**src/rtl/vigenere_pkg.sv**
```systemverilog
// Shared constants, scheduler state type and ASCII helpers for the Vigenere pipeline.
package vigenere_pkg;

  localparam logic [7:0] ASCII_A = 8'h41;
  localparam logic [7:0] ASCII_Z = 8'h5A;
  localparam logic [7:0] ASCII_a = 8'h61;
  localparam logic [7:0] ASCII_z = 8'h7A;

  // Distance between a lowercase letter and its uppercase form.
  localparam logic [7:0] CASE_DELTA = 8'h20;

  typedef enum logic [1:0] {
    StEmpty,
    StLoading,
    StRun
  } sched_state_e;

  function automatic logic is_upper(input logic [7:0] c);
    return (c >= ASCII_A) && (c <= ASCII_Z);
  endfunction

  function automatic logic is_lower(input logic [7:0] c);
    return (c >= ASCII_a) && (c <= ASCII_z);
  endfunction

  function automatic logic is_letter(input logic [7:0] c);
    return is_upper(c) || is_lower(c);
  endfunction

  // Lowercase letters map to uppercase; everything else is returned unchanged.
  function automatic logic [7:0] fold_upper(input logic [7:0] c);
    return is_lower(c) ? (c - CASE_DELTA) : c;
  endfunction

endpackage

```
**src/rtl/vigenere_key_buf.sv**
```systemverilog
// Key character store: one write port that appends, one asynchronous read port.
// Owns the key length and rejects non-letters and writes past the end.
module vigenere_key_buf
  import vigenere_pkg::*;
#(
  parameter int unsigned MAX_KEY_LEN = 16,
  localparam int unsigned IDX_W = $clog2(MAX_KEY_LEN)
) (
  input  logic             clk,
  input  logic             rst_n,
  input  logic             clear_i,
  input  logic             wr_req_i,
  input  logic [7:0]       wr_char_i,
  input  logic [IDX_W-1:0] rd_idx_i,
  output logic [7:0]       rd_char_o,
  output logic [IDX_W:0]   len_o,
  output logic [IDX_W:0]   len_next_o,
  output logic             wr_accept_o,
  output logic             wr_err_o
);

  logic [7:0]     key_mem_q [MAX_KEY_LEN];
  logic [IDX_W:0] len_q, len_d;
  logic           full;
  logic           letter;

  assign full   = (len_q == (IDX_W + 1)'(MAX_KEY_LEN));
  assign letter = is_letter(wr_char_i);

  assign wr_accept_o = wr_req_i && letter && !full;
  assign wr_err_o    = wr_req_i && (!letter || full);

  // Length update; clear beats a simultaneous write.
  always_comb begin
    len_d = len_q;
    if (clear_i) begin
      len_d = '0;
    end else if (wr_accept_o) begin
      len_d = len_q + (IDX_W + 1)'(1);
    end
  end

  assign len_next_o = len_d;
  assign len_o      = len_q;
  assign rd_char_o  = key_mem_q[rd_idx_i];

  // Length register.
  always_ff @(posedge clk or negedge rst_n) begin
    if (!rst_n) begin
      len_q <= '0;
    end else begin
      len_q <= len_d;
    end
  end

  // Key storage has no reset; slots beyond len_q are never read as valid key data.
  always_ff @(posedge clk) begin
    if (wr_accept_o) begin
      key_mem_q[len_q[IDX_W-1:0]] <= fold_upper(wr_char_i);
    end
  end

endmodule

```
**src/rtl/vigenere_key_scheduler.sv**
```systemverilog
// Pairs each message byte with the current key character for the encryptor.
// Key position advances on letters only and wraps over the loaded key length.
module vigenere_key_scheduler
  import vigenere_pkg::*;
#(
  parameter int unsigned MAX_KEY_LEN = 16,
  localparam int unsigned IDX_W = $clog2(MAX_KEY_LEN)
) (
  input  logic           clk,
  input  logic           rst_n,
  input  logic           key_wr_en,
  input  logic [7:0]     key_wr_char,
  input  logic           key_commit,
  input  logic           key_clear,
  output logic [IDX_W:0] key_len,
  output logic           key_err,
  input  logic           in_valid,
  output logic           in_ready,
  input  logic [7:0]     in_char,
  input  logic           in_sop,
  output logic           out_valid,
  input  logic           out_ready,
  output logic [7:0]     out_msg_char,
  output logic [7:0]     out_key_char,
  output logic           out_bypass
);

  sched_state_e   state_q, state_d;
  logic [IDX_W-1:0] pos_q, pos_d;
  logic           err_q, err_d;
  logic           out_valid_q, out_valid_d;
  logic [7:0]     out_msg_q, out_msg_d;
  logic [7:0]     out_key_q, out_key_d;
  logic           out_bypass_q, out_bypass_d;

  logic           wr_req;
  logic           wr_accept;
  logic           wr_err;
  logic [IDX_W:0] len_cur;
  logic [IDX_W:0] len_next;
  logic [7:0]     key_rd_char;
  logic [IDX_W-1:0] use_pos;
  logic           letter;
  logic           xfer;
  logic           pos_wrap;

  // Key writes are only meaningful before the key is committed.
  assign wr_req   = key_wr_en && !key_clear && (state_q != StRun);
  assign use_pos  = in_sop ? '0 : pos_q;
  assign letter   = is_letter(in_char);
  assign in_ready = (state_q == StRun) && !key_clear && (!out_valid_q || out_ready);
  assign xfer     = in_valid && in_ready;
  assign pos_wrap = ({1'b0, use_pos} == (len_cur - (IDX_W + 1)'(1)));

  vigenere_key_buf #(
    .MAX_KEY_LEN(MAX_KEY_LEN)
  ) u_key_buf (
    .clk        (clk),
    .rst_n      (rst_n),
    .clear_i    (key_clear),
    .wr_req_i   (wr_req),
    .wr_char_i  (key_wr_char),
    .rd_idx_i   (use_pos),
    .rd_char_o  (key_rd_char),
    .len_o      (len_cur),
    .len_next_o (len_next),
    .wr_accept_o(wr_accept),
    .wr_err_o   (wr_err)
  );

  // Next state for FSM, error flag, key position and the output register.
  always_comb begin
    state_d      = state_q;
    err_d        = err_q;
    pos_d        = pos_q;
    out_valid_d  = out_valid_q;
    out_msg_d    = out_msg_q;
    out_key_d    = out_key_q;
    out_bypass_d = out_bypass_q;

    if (key_clear) begin
      state_d      = StEmpty;
      err_d        = 1'b0;
      pos_d        = '0;
      out_valid_d  = 1'b0;
      out_msg_d    = 8'h00;
      out_key_d    = 8'h00;
      out_bypass_d = 1'b0;
    end else begin
      if (key_wr_en && (state_q == StRun)) begin
        err_d = 1'b1;
      end
      if (wr_err) begin
        err_d = 1'b1;
      end
      if (wr_accept && (state_q == StEmpty)) begin
        state_d = StLoading;
      end
      // Commit sees the length including a write landing in the same cycle.
      if (key_commit && (state_q != StRun)) begin
        if (len_next != '0) begin
          state_d = StRun;
        end else begin
          err_d = 1'b1;
        end
      end

      if (xfer) begin
        out_valid_d = 1'b1;
        if (letter) begin
          out_msg_d    = fold_upper(in_char);
          out_key_d    = key_rd_char;
          out_bypass_d = 1'b0;
          pos_d        = pos_wrap ? '0 : (use_pos + IDX_W'(1));
        end else begin
          out_msg_d    = in_char;
          out_key_d    = ASCII_A;
          out_bypass_d = 1'b1;
          pos_d        = use_pos;
        end
      end else if (out_ready) begin
        out_valid_d = 1'b0;
      end
    end
  end

  // State and output registers.
  always_ff @(posedge clk or negedge rst_n) begin
    if (!rst_n) begin
      state_q      <= StEmpty;
      err_q        <= 1'b0;
      pos_q        <= '0;
      out_valid_q  <= 1'b0;
      out_msg_q    <= 8'h00;
      out_key_q    <= 8'h00;
      out_bypass_q <= 1'b0;
    end else begin
      state_q      <= state_d;
      err_q        <= err_d;
      pos_q        <= pos_d;
      out_valid_q  <= out_valid_d;
      out_msg_q    <= out_msg_d;
      out_key_q    <= out_key_d;
      out_bypass_q <= out_bypass_d;
    end
  end

  assign key_len      = len_cur;
  assign key_err      = err_q;
  assign out_valid    = out_valid_q;
  assign out_msg_char = out_msg_q;
  assign out_key_char = out_key_q;
  assign out_bypass   = out_bypass_q;

endmodule

```
**config.mk**
```make
export PLATFORM = sky130hd
export DESIGN_NAME = vigenere_key_scheduler
export DESIGN_NICKNAME = d
export VERILOG_FILES = /design/src/rtl/vigenere_pkg.sv /design/src/rtl/vigenere_key_buf.sv /design/src/rtl/vigenere_key_scheduler.sv
export SDC_FILE = /design/constraint.sdc
export NUM_CORES = 1
export LEC_CHECK = 0
export ABC_AREA = 1
export CAP_MARGIN = 0
export CORE_MARGIN = 2
export CORE_UTILIZATION = 59
export DETAILED_ROUTE_END_ITERATION = 10
export HOLD_SLACK_MARGIN = 0.15
export PLACE_DENSITY = 0.78
export RECOVER_POWER = 50
export SLEW_MARGIN = 25
export SYNTH_ARGS = -nofsm -noshare
export SYNTH_HDL_FRONTEND = slang
export SYNTH_SLANG_ARGS = --single-unit
```
**constraint.sdc**
```tcl
create_clock -name clk -period 2.56 [get_ports clk]
set_input_delay 0.512 -clock clk [delete_from_list [all_inputs] [get_ports clk]]
set_output_delay 0.512 -clock clk [all_outputs]
set_load 0.05 [all_outputs]
```
==> impl_metrics.yaml <==
power_and_ir_drop:
  p_sw_share_pct: 22.5
  ir_worst_vdd_v: 0.000609
  p_leak_uw: 0.00330
  p_per_area_nw_per_um2: 708
  internal_power_uw: 4740
  p_comb_share_pct: 8.4
  power_switching_uw: 1380
  pwr-share-seq_pct: 46.6
  p_clk_share_pct: 45.1
detailed_routing:
  drtPass1Iterations: 8
  drc: 3
  vias_per_cell: 6.08
  antenna_left: 0
  drt_iter0_markers: 789
  routed_wl_mm: 18.0
  routed-via-count: 5407
  wl_per_cell_um: 20.3
critical_path:
  cp_num_buf_inv: 2
  cp-start-kind: "primary input"
  cpPeakStageDelay_ns: 0.65
  critPathCaptureType: "register"
  critPathSlowestCell: "dlygate4sd3_1"
  cp_common_cell: "nand2_1"
  worstSetupPathType: "primary input to register"
  arrival_ns: 2.49
  critPathMaxFanout: 8
  path_cells: "dlygate4sd3_1 > nand2_1 > nor2_1 > nand2_1 > nand2_2 > nand2_1 > nand2_4 > nand2_2 > nor2_2 > nand2_1 > nor2_1 > buf_4"
  cp.required_ns: 2.69
  crit_family: "simple AND/OR/NAND/NOR gates"
synth:
  yosys_most_used_dff: "edfxtp_1"
  synth_xor_area_share_pct: 1.12
  netlist.area_leader.share_pct: 54.7
  synth.mux.area_fraction_pct: 0
  yosys.area.top_type: "edfxtp_1"
  synthSimpleGateAreaFrac_pct: 14.5
  ys.warnings.count: 0
  syn-cell-area_um2: 7020
  synth_compound_area_share_pct: 13.0
  synth_area_per_cell_um2: 11.0
  synth_cells: 636
  synth_fp_nets: 669
  synthArstFlopShare_pct: 19.0
  ys_top_cells_by_area: "edfxtp_1, dfrtp_1, nand2_1, a21oi_1, nor2_1"
  ys_types: 40
  post-synth-top-count-cell: "nand2_1"
  synth_top_family_by_area: "simple AND/OR/NAND/NOR gates"
  synthTopCellsByCount: "nand2_1, edfxtp_1, a21oi_1"
  ys_seq_elements: 158
  yosysSeqAreaShare_pct: 65.4
  synth_edf_count: 128
  synthAdderAreaFrac_pct: 1.60
sta:
  fmax_mhz: 424
  rsz0062_at_grt: "false"
  finalClockSkew_ns: 0.0104
  finalSetupViolCount: 0
  maxSlewHeadroom_pct: -8.04
  worst_slew_pin_slew_ns: 1.62
  period_share_pct: 92.2
  fin_crit_ns: 2.36
  finalHoldViolCount: 0
  setup_slack_ns: 0.201
  slew_viol_final: 31
outcome:
  violations: "DRC, capacitance limit, slew limit"
  status: "complete, but fails checks"
floorplan:
  fp-row-count: 39
  die_x_um: 113
  fp.dieArea_um2: 12800
  start_util_pct: 61.0
  dieHeight_um: 113
  io_pins: 49
  core_area_um2: 11500
grt:
  grtUsageTotal_pct: 29.6
  grt_pass1_wl_mm: 28.2
  grt_pass1_vias: 5382
  grt_max_degree: 49
  antenna_found_initial: 0
  grt_overflow: 0
placement:
  dpl_worst_slack_ns: -0.163
  routabilityCongestion: 0.964
  dpl.cell_count: 857
  hpwl_mm: 11.6
  port_buffers: 48
layout:
  fillerInstances: 759
  insertedDiodeCount: 0
  stdcell_count: 889
  syn_to_final_growth_pct: 23.0
  drive_gt1_share_pct: 14.7
  fin_nets: 766
clock_network:
  clk_pin_slew_worst_paths_ns: 0.06
  numCtsBuffers: 17
  cts_setup_buffers: 0
  cts_tree: "done"
  clock_latency_ns: 0.43
  cts_sinks: 158
  ctsRootBufferMaster: "clkbuf_16"
  ctsHtreeMaxLevel: 4
  cts_resized: 0
  clk_path_buf_depth: 2
  hold_buffers: 0
job:
  cap_viol_max_count: 1
min_path:
  hold_path_class: "register to register"
cell usage in the layout, fill, tap and decap left out, types with 20 or more instances in the layout:
cell | Yosys | final
a21oi_1 | 58 | 58
dfrtp_1 | 30 | 30
o21ai_1 | 26 | 20
o21ai_0 | 25 | 31
clkdlybuf4s50_1 | 0 | 44
edfxtp_1 | 128 | 128
nor2_1 | 46 | 46
nand2_1 | 136 | 137
buf_4 | 1 | 40
inv_1 | 37 | 38
cell type report:
class	instances	area [um2]	area share, %
multi-input combinational	403	2110	24.5
tap	143	179	2.07
timing repair buffer	104	926	10.7
sequential	158	4590	53.2
clock buffer	19	433	5.01
clock inverter	13	209	2.42
inverter	49	184	2.13
cell families after synthesis:
kind of cell               Yosys count
xor gates and xnor gates             9
and+or+nand+nor                    232
DFF                                158
adders and majority gates            9
buffers and inverters               75
AOI/OAI and AO/OA                  153
final timing paths:
path	startpoint	end	slack, ns	cells past startpoint
max	key_wr_char[4]	u_key_buf.key_mem_q[14][7]	0.20	12
min	out_msg_char[4]	out_msg_char[4]	0.49	2
max reg2reg	out_valid	pos_q[0]	0.39	8
min reg2reg	out_msg_char[4]	out_msg_char[4]	0.49	2
max in group asynchronous	rst_n	u_key_buf.len_o[1]	0.59	2
min in group asynchronous	rst_n	out_msg_char[0]	1.03	2
per-layer routing:
layer	global-route usage (%)	vias up	wire length, um	part of all wire (%)
met5	0	-	0	0
met2	49.8	300	9210	51
li1	-	2441	-	-
met3	7.34	51	1440	8.0
met1	37.0	2615	6860	38
met4	12.3	0	526	2.9
worst register-to-register path: stages (launching register included):
cell and delay [ns]:
dfrtp_1 0.36, inv_1 0.05, nor2_1 0.14, nor4_1 0.10, nand2_2 0.08, inv_1 0.06, nor2_1 0.96, inv_1 0.15
o21ai_1 0.19
stage by stage:
stage                     util, %  power (uW)  TNS [ns]  hold slack [ns]  instance area (um2)
after floorplan                 -        3170         0            0.216                 7020
after global placement       70.0        3410     -7.07            0.472                 8060
after CTS                    75.6        6130         0            0.481                 8700
after global routing         75.0        6260         0            0.508                 8640
final                        75.0        6120         0            0.487                 8640
after detailed placement     70.0        3420    -15.79            0.478                 8060
sequential cells by signal (all words and copies together) (netlist names):
signal,cells
key_err,1
out_valid,1
out_bypass,1
out_msg_char,8
u_key_buf.len_o,5
u_key_buf.key_mem_q,128
out_key_char,8
state_q,2
pos_q,4
power groups by stage:
stage          registers, uW  logic, uW  clock network, uW
6_report                2850        512               2760
5_1_grt                 2850        553               2860
4_1_cts                 2850        527               2760
3_5_place_dp            2900        520                  0
3_3_place_gp            2900        509                  0
2_1_floorplan           2960        209                  0
No activity file was read; power rests on OpenSTA's default activity.
